<file path="src/rtl/mem_wb_bridge.sv">
// mem_wb_bridge: registered load/store bridge from the core data port to the
// local data memory or the Wishbone FCB window.
// Build option: define MEM_WB_BRIDGE_TIMEOUT_EN to abort Wishbone cycles that
// are neither acked nor errored within TIMEOUT wait cycles.
//
// state     | meaning
// ----------+-------------------------------------------------------------
// S_IDLE    | ready for a request; checks/decodes it on accept
// S_MEM_WAIT| single memory access cycle (mem_write pulses here for stores)
// S_WB_WAIT | Wishbone cycle open, waiting for ack / error / timeout
// S_RESP    | rsp_valid pulse, back to IDLE on the next edge
module mem_wb_bridge #(
  parameter logic [31:0] WB_BASE      = 32'hFFFFFFE0,
  parameter int          WB_SPAN_LOG2 = 5,
  parameter int          WB_ADDR_W    = 3,
  parameter int          TIMEOUT      = 15
) (
  input  logic                 clk,
  input  logic                 reset,
  input  logic                 req_valid,
  output logic                 req_ready,
  input  logic                 req_write,
  input  logic [2:0]           req_func3,
  input  logic [31:0]          req_addr,
  input  logic [31:0]          req_wdata,
  output logic                 rsp_valid,
  output logic [31:0]          rsp_rdata,
  output logic                 rsp_err,
  output logic [31:0]          mem_addr,
  output logic                 mem_write,
  output logic [31:0]          mem_data_in,
  output logic [2:0]           mem_control,
  input  logic [31:0]          mem_data_out,
  output logic [WB_ADDR_W-1:0] wb_address,
  output logic [31:0]          wb_data_in,
  input  logic [31:0]          wb_data_out,
  output logic                 wb_we,
  output logic                 wb_bus_cycle,
  output logic                 wb_stb,
  output logic [3:0]           wb_select,
  input  logic                 wb_ack,
  input  logic                 wb_error
);

  // Elaboration-time parameter sanity checks.
  if (WB_ADDR_W != WB_SPAN_LOG2 - 2) begin : g_bad_addr_w
    $error("mem_wb_bridge: WB_ADDR_W must equal WB_SPAN_LOG2 - 2");
  end
  if (WB_BASE[WB_SPAN_LOG2-1:0] != '0) begin : g_bad_base
    $error("mem_wb_bridge: WB_BASE must be aligned to the window size");
  end
  if (TIMEOUT < 1 || TIMEOUT > 255) begin : g_bad_timeout
    $error("mem_wb_bridge: TIMEOUT must be in 1..255");
  end

  typedef enum logic [1:0] {
    S_IDLE     = 2'd0,
    S_MEM_WAIT = 2'd1,
    S_WB_WAIT  = 2'd2,
    S_RESP     = 2'd3
  } state_t;

  state_t      state;
  logic        r_write;
  logic [2:0]  r_func3;
  logic [31:0] r_addr;
  logic [31:0] r_wdata;
  logic        rsp_from_mem;
  logic [31:0] rsp_rdata_q;

  logic        acc_illegal;
  logic        acc_misaligned;
  logic        acc_in_wb;
  logic [3:0]  acc_select;
  logic [31:0] wb_shifted;
  logic [31:0] wb_load;
  logic        wb_timeout;

  // Memory side is driven straight from the latched request.
  assign mem_addr    = r_addr;
  assign mem_data_in = r_wdata;
  assign mem_control = r_func3;

  // Memory reads pass through during RESP so a synchronous RAM has its data in time.
  assign rsp_rdata = rsp_from_mem ? mem_data_out : rsp_rdata_q;

  // Decode and check the incoming request (used only on the accept edge).
  always_comb begin
    acc_illegal    = (req_func3 == 3'd3) || (req_func3[2:1] == 2'b11);
    acc_misaligned = 1'b0;
    acc_select     = 4'b1111;
    case (req_func3[1:0])
      2'd0: acc_select = 4'b0001 << req_addr[1:0];
      2'd1: begin
        acc_select     = 4'b0011 << req_addr[1:0];
        acc_misaligned = req_addr[0];
      end
      2'd2: acc_misaligned = |req_addr[1:0];
      default: ;
    endcase
    acc_in_wb = (req_addr[31:WB_SPAN_LOG2] == WB_BASE[31:WB_SPAN_LOG2]);
  end

  // Lane-align and extend Wishbone read data using the latched request.
  always_comb begin
    wb_shifted = wb_data_out >> {r_addr[1:0], 3'b000};
    case (r_func3)
      3'd0:    wb_load = {{24{wb_shifted[7]}}, wb_shifted[7:0]};
      3'd1:    wb_load = {{16{wb_shifted[15]}}, wb_shifted[15:0]};
      3'd4:    wb_load = {24'd0, wb_shifted[7:0]};
      3'd5:    wb_load = {16'd0, wb_shifted[15:0]};
      default: wb_load = wb_shifted;
    endcase
    if (r_write) wb_load = '0;
  end

`ifdef MEM_WB_BRIDGE_TIMEOUT_EN
  localparam logic [7:0] TIMEOUT_CNT = 8'(TIMEOUT);
  logic [7:0] wb_cnt;

  assign wb_timeout = ((wb_cnt + 8'd1) == TIMEOUT_CNT);

  // Count Wishbone wait cycles; held at zero outside WB_WAIT so entry starts clean.
  always_ff @(posedge clk) begin
    if (!reset)                   wb_cnt <= '0;
    else if (state == S_WB_WAIT)  wb_cnt <= wb_cnt + 8'd1;
    else                          wb_cnt <= '0;
  end
`else
  assign wb_timeout = 1'b0;
`endif

  // Main sequencer with registered handshake, memory and Wishbone outputs.
  always_ff @(posedge clk) begin
    if (!reset) begin
      state        <= S_IDLE;
      req_ready    <= 1'b1;
      rsp_valid    <= 1'b0;
      rsp_err      <= 1'b0;
      rsp_rdata_q  <= '0;
      rsp_from_mem <= 1'b0;
      mem_write    <= 1'b0;
      wb_bus_cycle <= 1'b0;
      wb_stb       <= 1'b0;
      wb_we        <= 1'b0;
      wb_select    <= '0;
      wb_address   <= '0;
      wb_data_in   <= '0;
      r_write      <= 1'b0;
      r_func3      <= '0;
      r_addr       <= '0;
      r_wdata      <= '0;
    end else begin
      rsp_valid <= 1'b0;
      mem_write <= 1'b0;
      case (state)
        S_IDLE: begin
          if (req_valid && req_ready) begin
            r_write      <= req_write;
            r_func3      <= req_func3;
            r_addr       <= req_addr;
            r_wdata      <= req_wdata;
            req_ready    <= 1'b0;
            rsp_err      <= 1'b0;
            rsp_rdata_q  <= '0;
            rsp_from_mem <= 1'b0;
            if (acc_illegal || acc_misaligned) begin
              state     <= S_RESP;
              rsp_valid <= 1'b1;
              rsp_err   <= 1'b1;
            end else if (acc_in_wb) begin
              state        <= S_WB_WAIT;
              wb_bus_cycle <= 1'b1;
              wb_stb       <= 1'b1;
              wb_we        <= req_write;
              wb_address   <= req_addr[WB_SPAN_LOG2-1:2];
              wb_data_in   <= req_wdata << {req_addr[1:0], 3'b000};
              wb_select    <= acc_select;
            end else begin
              state     <= S_MEM_WAIT;
              mem_write <= req_write;
            end
          end
        end
        S_MEM_WAIT: begin
          state        <= S_RESP;
          rsp_valid    <= 1'b1;
          rsp_from_mem <= 1'b1;
        end
        S_WB_WAIT: begin
          if (wb_error || wb_ack || wb_timeout) begin
            state        <= S_RESP;
            rsp_valid    <= 1'b1;
            wb_bus_cycle <= 1'b0;
            wb_stb       <= 1'b0;
            wb_we        <= 1'b0;
            wb_select    <= '0;
            // Error beats ack; a timeout only fires when neither arrived.
            rsp_err      <= wb_error || !wb_ack;
            rsp_rdata_q  <= (wb_ack && !wb_error) ? wb_load : 32'd0;
          end
        end
        S_RESP: begin
          state        <= S_IDLE;
          req_ready    <= 1'b1;
          rsp_err      <= 1'b0;
          rsp_rdata_q  <= '0;
          rsp_from_mem <= 1'b0;
        end
        default: state <= S_IDLE;
      endcase
    end
  end

endmodule

</file>
<file path="config.mk">
export PLATFORM = sky130hd
export DESIGN_NAME = mem_wb_bridge
export DESIGN_NICKNAME = d
export VERILOG_FILES = /design/src/rtl/mem_wb_bridge.sv
export SDC_FILE = /design/constraint.sdc
export NUM_CORES = 1
export LEC_CHECK = 0
export CAP_MARGIN = 20
export CORE_MARGIN = 5
export CORE_UTILIZATION = 47
export CTS_CLUSTER_SIZE = 8
export DETAILED_ROUTE_END_ITERATION = 7
export GPL_ROUTABILITY_DRIVEN = 0
export PLACE_DENSITY = 0.87
export SYNTH_ARGS = -nofsm -noshare
export SYNTH_HDL_FRONTEND = slang
export SYNTH_SLANG_ARGS = --single-unit
</file>
<file path="constraint.sdc">
create_clock -name clk -period 3.4 [get_ports clk]
set_input_delay 0.68 -clock clk [delete_from_list [all_inputs] [get_ports clk]]
set_output_delay 0.68 -clock clk [all_outputs]
set_load 0.05 [all_outputs]
</file>
**After elaboration in Yosys (flattened, before gate mapping)**

Index checks and enable logic that the tools add are counted.

- Add/subtract/negate cells: 0
- Multipliers: 0
- Div/mod/pow operators: 0
- Order comparisons: 0
- Equal/unequal tests: 15
- Shift-type cells: 4
- Muxes and demuxes: 38
- Bitwise gates (word level): 4
- Reductions and logical operators: 24

Operators by type and width:

| cell | count |
|---|---|
| 2-to-1 mux 32 bit | 5 |
| one-hot mux 32 bit (4 select lines) | 1 |
| one-hot mux 32 bit (3 select lines) | 1 |
| left shift 32 x 5 -> 32 bit | 1 |
| right shift 32 x 5 -> 32 bit | 1 |
| equality test 27 bit, second input constant | 1 |
| 2-to-1 mux 4 bit | 4 |
| one-hot mux 4 bit (2 select lines) | 2 |
| 2-to-1 mux 1 bit | 13 |
| one-hot mux 1 bit (3 select lines) | 3 |
| equality test 2 bit, second input constant | 4 |
| 2-to-1 mux 2 bit | 4 |
| != test 2 bit, second input constant | 4 |
| one-hot mux 1 bit (2 select lines) | 4 |
| one-hot mux 2 bit (4 select lines) | 1 |
| AND reduction 2 bit | 4 |
| equality test 3 bit, second input constant | 2 |
| nonzero test 3 bit | 2 |
| AND reduction 5 bit | 1 |
| OR reduction 5 bit | 1 |
| equality test 2 x 1 -> 1 bit, second input constant | 2 |
| logical NOT 2 bit | 2 |
| logical OR 1 bit | 4 |
| inverter 1 bit | 4 |
| other kinds (11) | 14 |

- Bits in registers: 148
- Latch bits: 0
- RAM bits: 0
- ROM bits: 0
- Input port bits: 137
- Output and inout port bits: 145
- Word-level logic and storage cells: 101
- Memories: 0

**Logic depth before layout (Yosys ltp)**

- Word-level depth: 6
- Gate-level depth with buffers: 11
- Mapped depth without buffers: 7

**Worst setup path before layout**

Ideal clock, no wire load.

- Kind: input to register
- Start point: input req_func3[1]
- End point: register wb_data_in[31]
- Setup time: 0.076 ns
- Arrival: 2.375 ns
- Data required time: 3.324 ns
- Path slack: 0.949 ns
- Stages: 10
- Buffers on the path: 3
- Cells stage by stage: inv_1 > ha_1 > o211ai_1 > and3_1 > clkbuf_1 > and4_1 > buf_2 > clkbuf_1 > o211ai_1 > a21boi_0

- Longest elaborated chain between the ends: 5

RTL lines:

| what | RTL line | RTL |
|---|---|---|
| start: declaration | 23 | `input logic [2:0] req_func3,` |
| equality test 2 bit (tied with other cells) | 92 | `case (req_func3[1:0])` |
| one-hot mux 1 bit (2 select lines) or logical OR 1 bit (tied branches) | 92, 89 |  |
| logical OR 1 bit (*) | 167 | `if (acc_illegal \|\| acc_misaligned) begin` |
| inverter 1 bit (no line) (*) | - |  |
| AND reduction 4 bit (no line) (*) | - |  |
| end signal: assignment | 177 | `wb_data_in <= req_wdata << {req_addr[1:0], 3'b000};` |
| end: declaration | 35 | `output logic [31:0] wb_data_in,` |

Every way passes the cells marked *; elsewhere a longest branch is shown, timed or not.
A chain may end at the register's enable or synchronous reset.

**Worst setup path after layout**

- Start point: input mem_data_out[2]
- End point: output rsp_rdata[2]

- Longest elaborated chain between the ends: 1

RTL lines:

| what | RTL line | RTL |
|---|---|---|
| start: declaration | 33 | `input logic [31:0] mem_data_out,` |
| 2-to-1 mux 32 bit | 85 | `assign rsp_rdata = rsp_from_mem ? mem_data_out : rsp_rdata_q;` |
| end: declaration | 27 | `output logic [31:0] rsp_rdata,` |

No other way between the ends.

==> summary.txt <==
Outcome
  – Outcome: complete, no violations

Floorplanning
  – # IOs: 282
  – Core Rows: 45
  – Die Y: 133 um
  – Starting density of the core: 0.473
  – CORE AREA: 0.0150 mm^2
  – Die area: 0.0177 mm^2
  – Die width: 133 um

Route
  – Wire length on met1: 9.36 mm
  – TritonRoute pass-1 iters: 6
  – Uppermost layer routed: met4
  – WL met3: 2.26 mm
  – Drt total wl: 23.7 mm
  – Drt drc: 0
  – Drt wl/cell: 18.8 um
  – Via density: 5.43
  – Met2 Routed Length: 11.8 mm
  – Detail Route Antenna Nets: 0
  – Via count: 6,842
  – DRT iter0 DRCs: 431

Yosys
  – Largest family of logic cells by synthesized area: compound AO/OA/AOI/OAI gates
  – Share of synthesized cell area in full adder, half adder and majority cells: 0.0176
  – Area fraction in compound gates after synthesis: 0.207
  – Sequential fraction of the synthesis area: 0.417
  – Post-Synth Simple-Gate Area: 0.189
  – Synth Area in XOR/XNOR: 0
  – Async set or reset register ratio after synthesis: 0
  – Post-synth top flop: dfxtp_1
  – Number of synthesized flops with an enable pin: 0
  – Mux cell area share after synthesis: 0.127
  – Yosys warnings: 0
  – Synthesized Nets: 958
  – Cells after Synth: 811
  – Netlist cell types: 49
  – Flops & latches, synth: 148
  – Synthesized area: 0.00711 mm^2
  – Avg Cell Area, Syn: 8.77 um^2

Clock tree
  – Root buf cell: clkbuf_16
  – Clk slew on worst S/H paths: 0.06 ns
  – CTS tree: done
  – Clock sink count: 148
  – Post-CTS Hold Fix Bufs: 0
  – H-tree depth: 4
  – Post-CTS setup buffer count: 0
  – Later-pin clock latency in the skew report: 0.41 ns
  – Total CTS buffers: 17
  – PostCTS Resize Cnt: 0
  – CTS Buffer Depth: 2

Job
  – Number of max-cap violations: 0

Timing
  – Ratio of final minimum period to clock period: 0.814
  – Setup TNS: 0 ns
  – # setup viols final: 0
  – RSZ-0062 raised after global routing: false
  – Max Freq: 0.361 GHz
  – Worst Hold Slack: 0.450 ns
  – Actual transition at the worst max-transition pin: 1.04 ns
  – Hold Vio Cnt, Final: 0
  – Worst setup margin: 0.632 ns
  – Worst relative slew slack: 0.304
  – Worst Clk Skew: 0.0102 ns
  – Final Slew Violations: 0
  – Fin crit period: 2.77 ns

Pwr
  – Total Power: 6.75 mW
  – VDD IR max: 0.000359 V
  – P_leak: 3.89 nW
  – Power Density: 637 mW/mm^2

Placement
  – Detailed Place HPWL: 17.4 mm
  – Count of input and output buffers: 281
  – Pre-CTS setup slack: 0.293 ns

Critical path
  – Critical path class: in -> out
  – R2R depth: 7
  – Slowest-stage cell, CP: clkdlybuf4s50_1
  – CP startpoint kind: input port
  – Worst path cell trace: clkdlybuf4s50_1 -> mux2_2 -> clkdlybuf4s50_1
  – CP Capture Type: primary output
  – RR Endpoint: rsp_rdata_q[30]$_SDFFE_PN0P_
  – Reg-to-reg slack, setup: 0.89 ns
  – Crit path to: rsp_rdata[2]
  – CP Data Arrival Time: 2.09 ns
  – Worst R2R Start: state[0]$_SDFFE_PN0P_
  – Cell family with most CP delay: buffers and inverters
  – Critical Path RT: 2.72 ns
  – Max incr delay on CP: 0.80 ns
  – Crit. path cell count: 3
  – CP dominant cell by count: clkdlybuf4s50_1
  – CP Launch Point: mem_data_out[2]
  – Buf/Inv on CP: 2
  – Max FO, Critical Path: 1

Min path
  – Worst Hold Class: reg -> reg
  – Worst Hold Launch: wb_data_in[0]$_SDFFE_PN0P_
  – Hold Crit Depth: 2

Cells and area
  – Commonest non-fill, non-tap cell in the layout: clkdlybuf4s50_1
  – Ant diodes: 0
  – Area Overhead vs Synth: 49.1%
  – Most frequent cells in the layout: clkdlybuf4s50_1, nand2_1, dfxtp_1, a21boi_0, mux2_2
  – Filler cells: 1,153
  – Core Util, Final: 0.705
  – Nets: 1,209
  – Layout cells sized above 1: 0.106

GRT
  – First-pass GRT wire length: 36.6 mm
  – Vias in the first global route: 6,644
  – Initial antenna violation count: 0
  – Global route overflow: 0
  – Largest net degree at the start of global routing: 70
  – Aggregate global-route resource usage: 0.261
[per-stage QoR]
stage / instance area [um^2] / cells
after global placement: 9990 / 1231
final: 10600 / 1261
after detailed placement: 9990 / 1231
after CTS: 10600 / 1261
after floorplan: 7110 / 811
after global routing: 10600 / 1261
[worst reg2reg max path: stages, from the launching register on]
cell	delay, ns
dfxtp_1	0.40
inv_1	0.11
ha_1	0.33
a21boi_4	0.21
or4b_4	0.63
nor3_4	0.20
and2b_1	0.35
a221o_1	0.23
[state kept, by name, summed over array words and instances (netlist names)]
register / cells
mem_addr: 32
mem_control: 3
mem_data_in: 32
mem_write: 1
r_write: 1
req_ready: 1
rsp_err: 1
rsp_from_mem: 1
rsp_rdata_q: 32
rsp_valid: 1
state: 2
wb_address: 3
wb_data_in: 32
wb_select: 4
wb_stb: 1
wb_we: 1
[synthesized netlist by cell type (6+ instances only)]
library cell | n | area, um^2
nor2b_1 | 14 | 87.6
inv_1 | 6 | 22.5
mux2i_1 | 34 | 340
a21oi_1 | 10 | 50.1
mux2_2 | 48 | 541
and2_1 | 8 | 50.1
a221o_1 | 16 | 160
ha_1 | 10 | 125
buf_1 | 10 | 37.5
dfxtp_1 | 148 | 2960
a21boi_0 | 96 | 721
clkbuf_1 | 49 | 184
o2bb2ai_1 | 14 | 123
or3_1 | 9 | 56.3
nand3_1 | 23 | 115
nand4_1 | 7 | 43.8
o211ai_1 | 9 | 67.6
a22oi_1 | 8 | 60.1
o21ai_0 | 23 | 115
nand2_1 | 216 | 811
nor2_1 | 7 | 26.3
[kinds of logic (layout without fill, tap and decap cells)]
family,count (synthesis),count (layout)
AO/OA/AOI/OAI,194,194
adder cells (fa/ha/maj),10,10
buffers and inverters,73,335
flip-flops,148,148
multiplexers,83,83
AND/OR/NAND/NOR,303,303
[per-layer routing]
layer,GRT usage,vias up
li1,-,3324
met5,0,-
met2,0.462,268
met1,0.300,3222
met4,0.0537,0
met3,0.101,28
[final cells by class]
type / count / area, um^2 / area share
clock buffers: 22 / 484 / 0.0457
well taps: 188 / 235 / 0.0222
inverters: 6 / 22.5 / 0.00212
flip-flops and latches: 148 / 2960 / 0.279
repair buffers: 299 / 2930 / 0.276
clock inverters: 8 / 125 / 0.0118
multi-input cells: 590 / 3850 / 0.363
[report_power, final]
part	leakage, nW	switching [mW]	internal [mW]
Clock	0.298	0.709	1.22
Combinational	2.39	1.78	0.976
Sequential	1.20	0.128	1.94
[how the worst min path moves through the flow]
stage	slack (ns)	to
detailed placement	0.44	wb_data_in[5]$_SDFFE_PN0P_
floorplan	0.44	rsp_rdata_q[15]$_SDFFE_PN0P_
finish	0.45	wb_data_in[0]$_SDFFE_PN0P_
global route	0.48	wb_data_in[0]$_SDFFE_PN0P_
CTS	0.45	wb_data_in[0]$_SDFFE_PN0P_
global placement	0.44	wb_data_in[4]$_SDFFE_PN0P_
No activity file was read; power rests on OpenSTA's default activity.
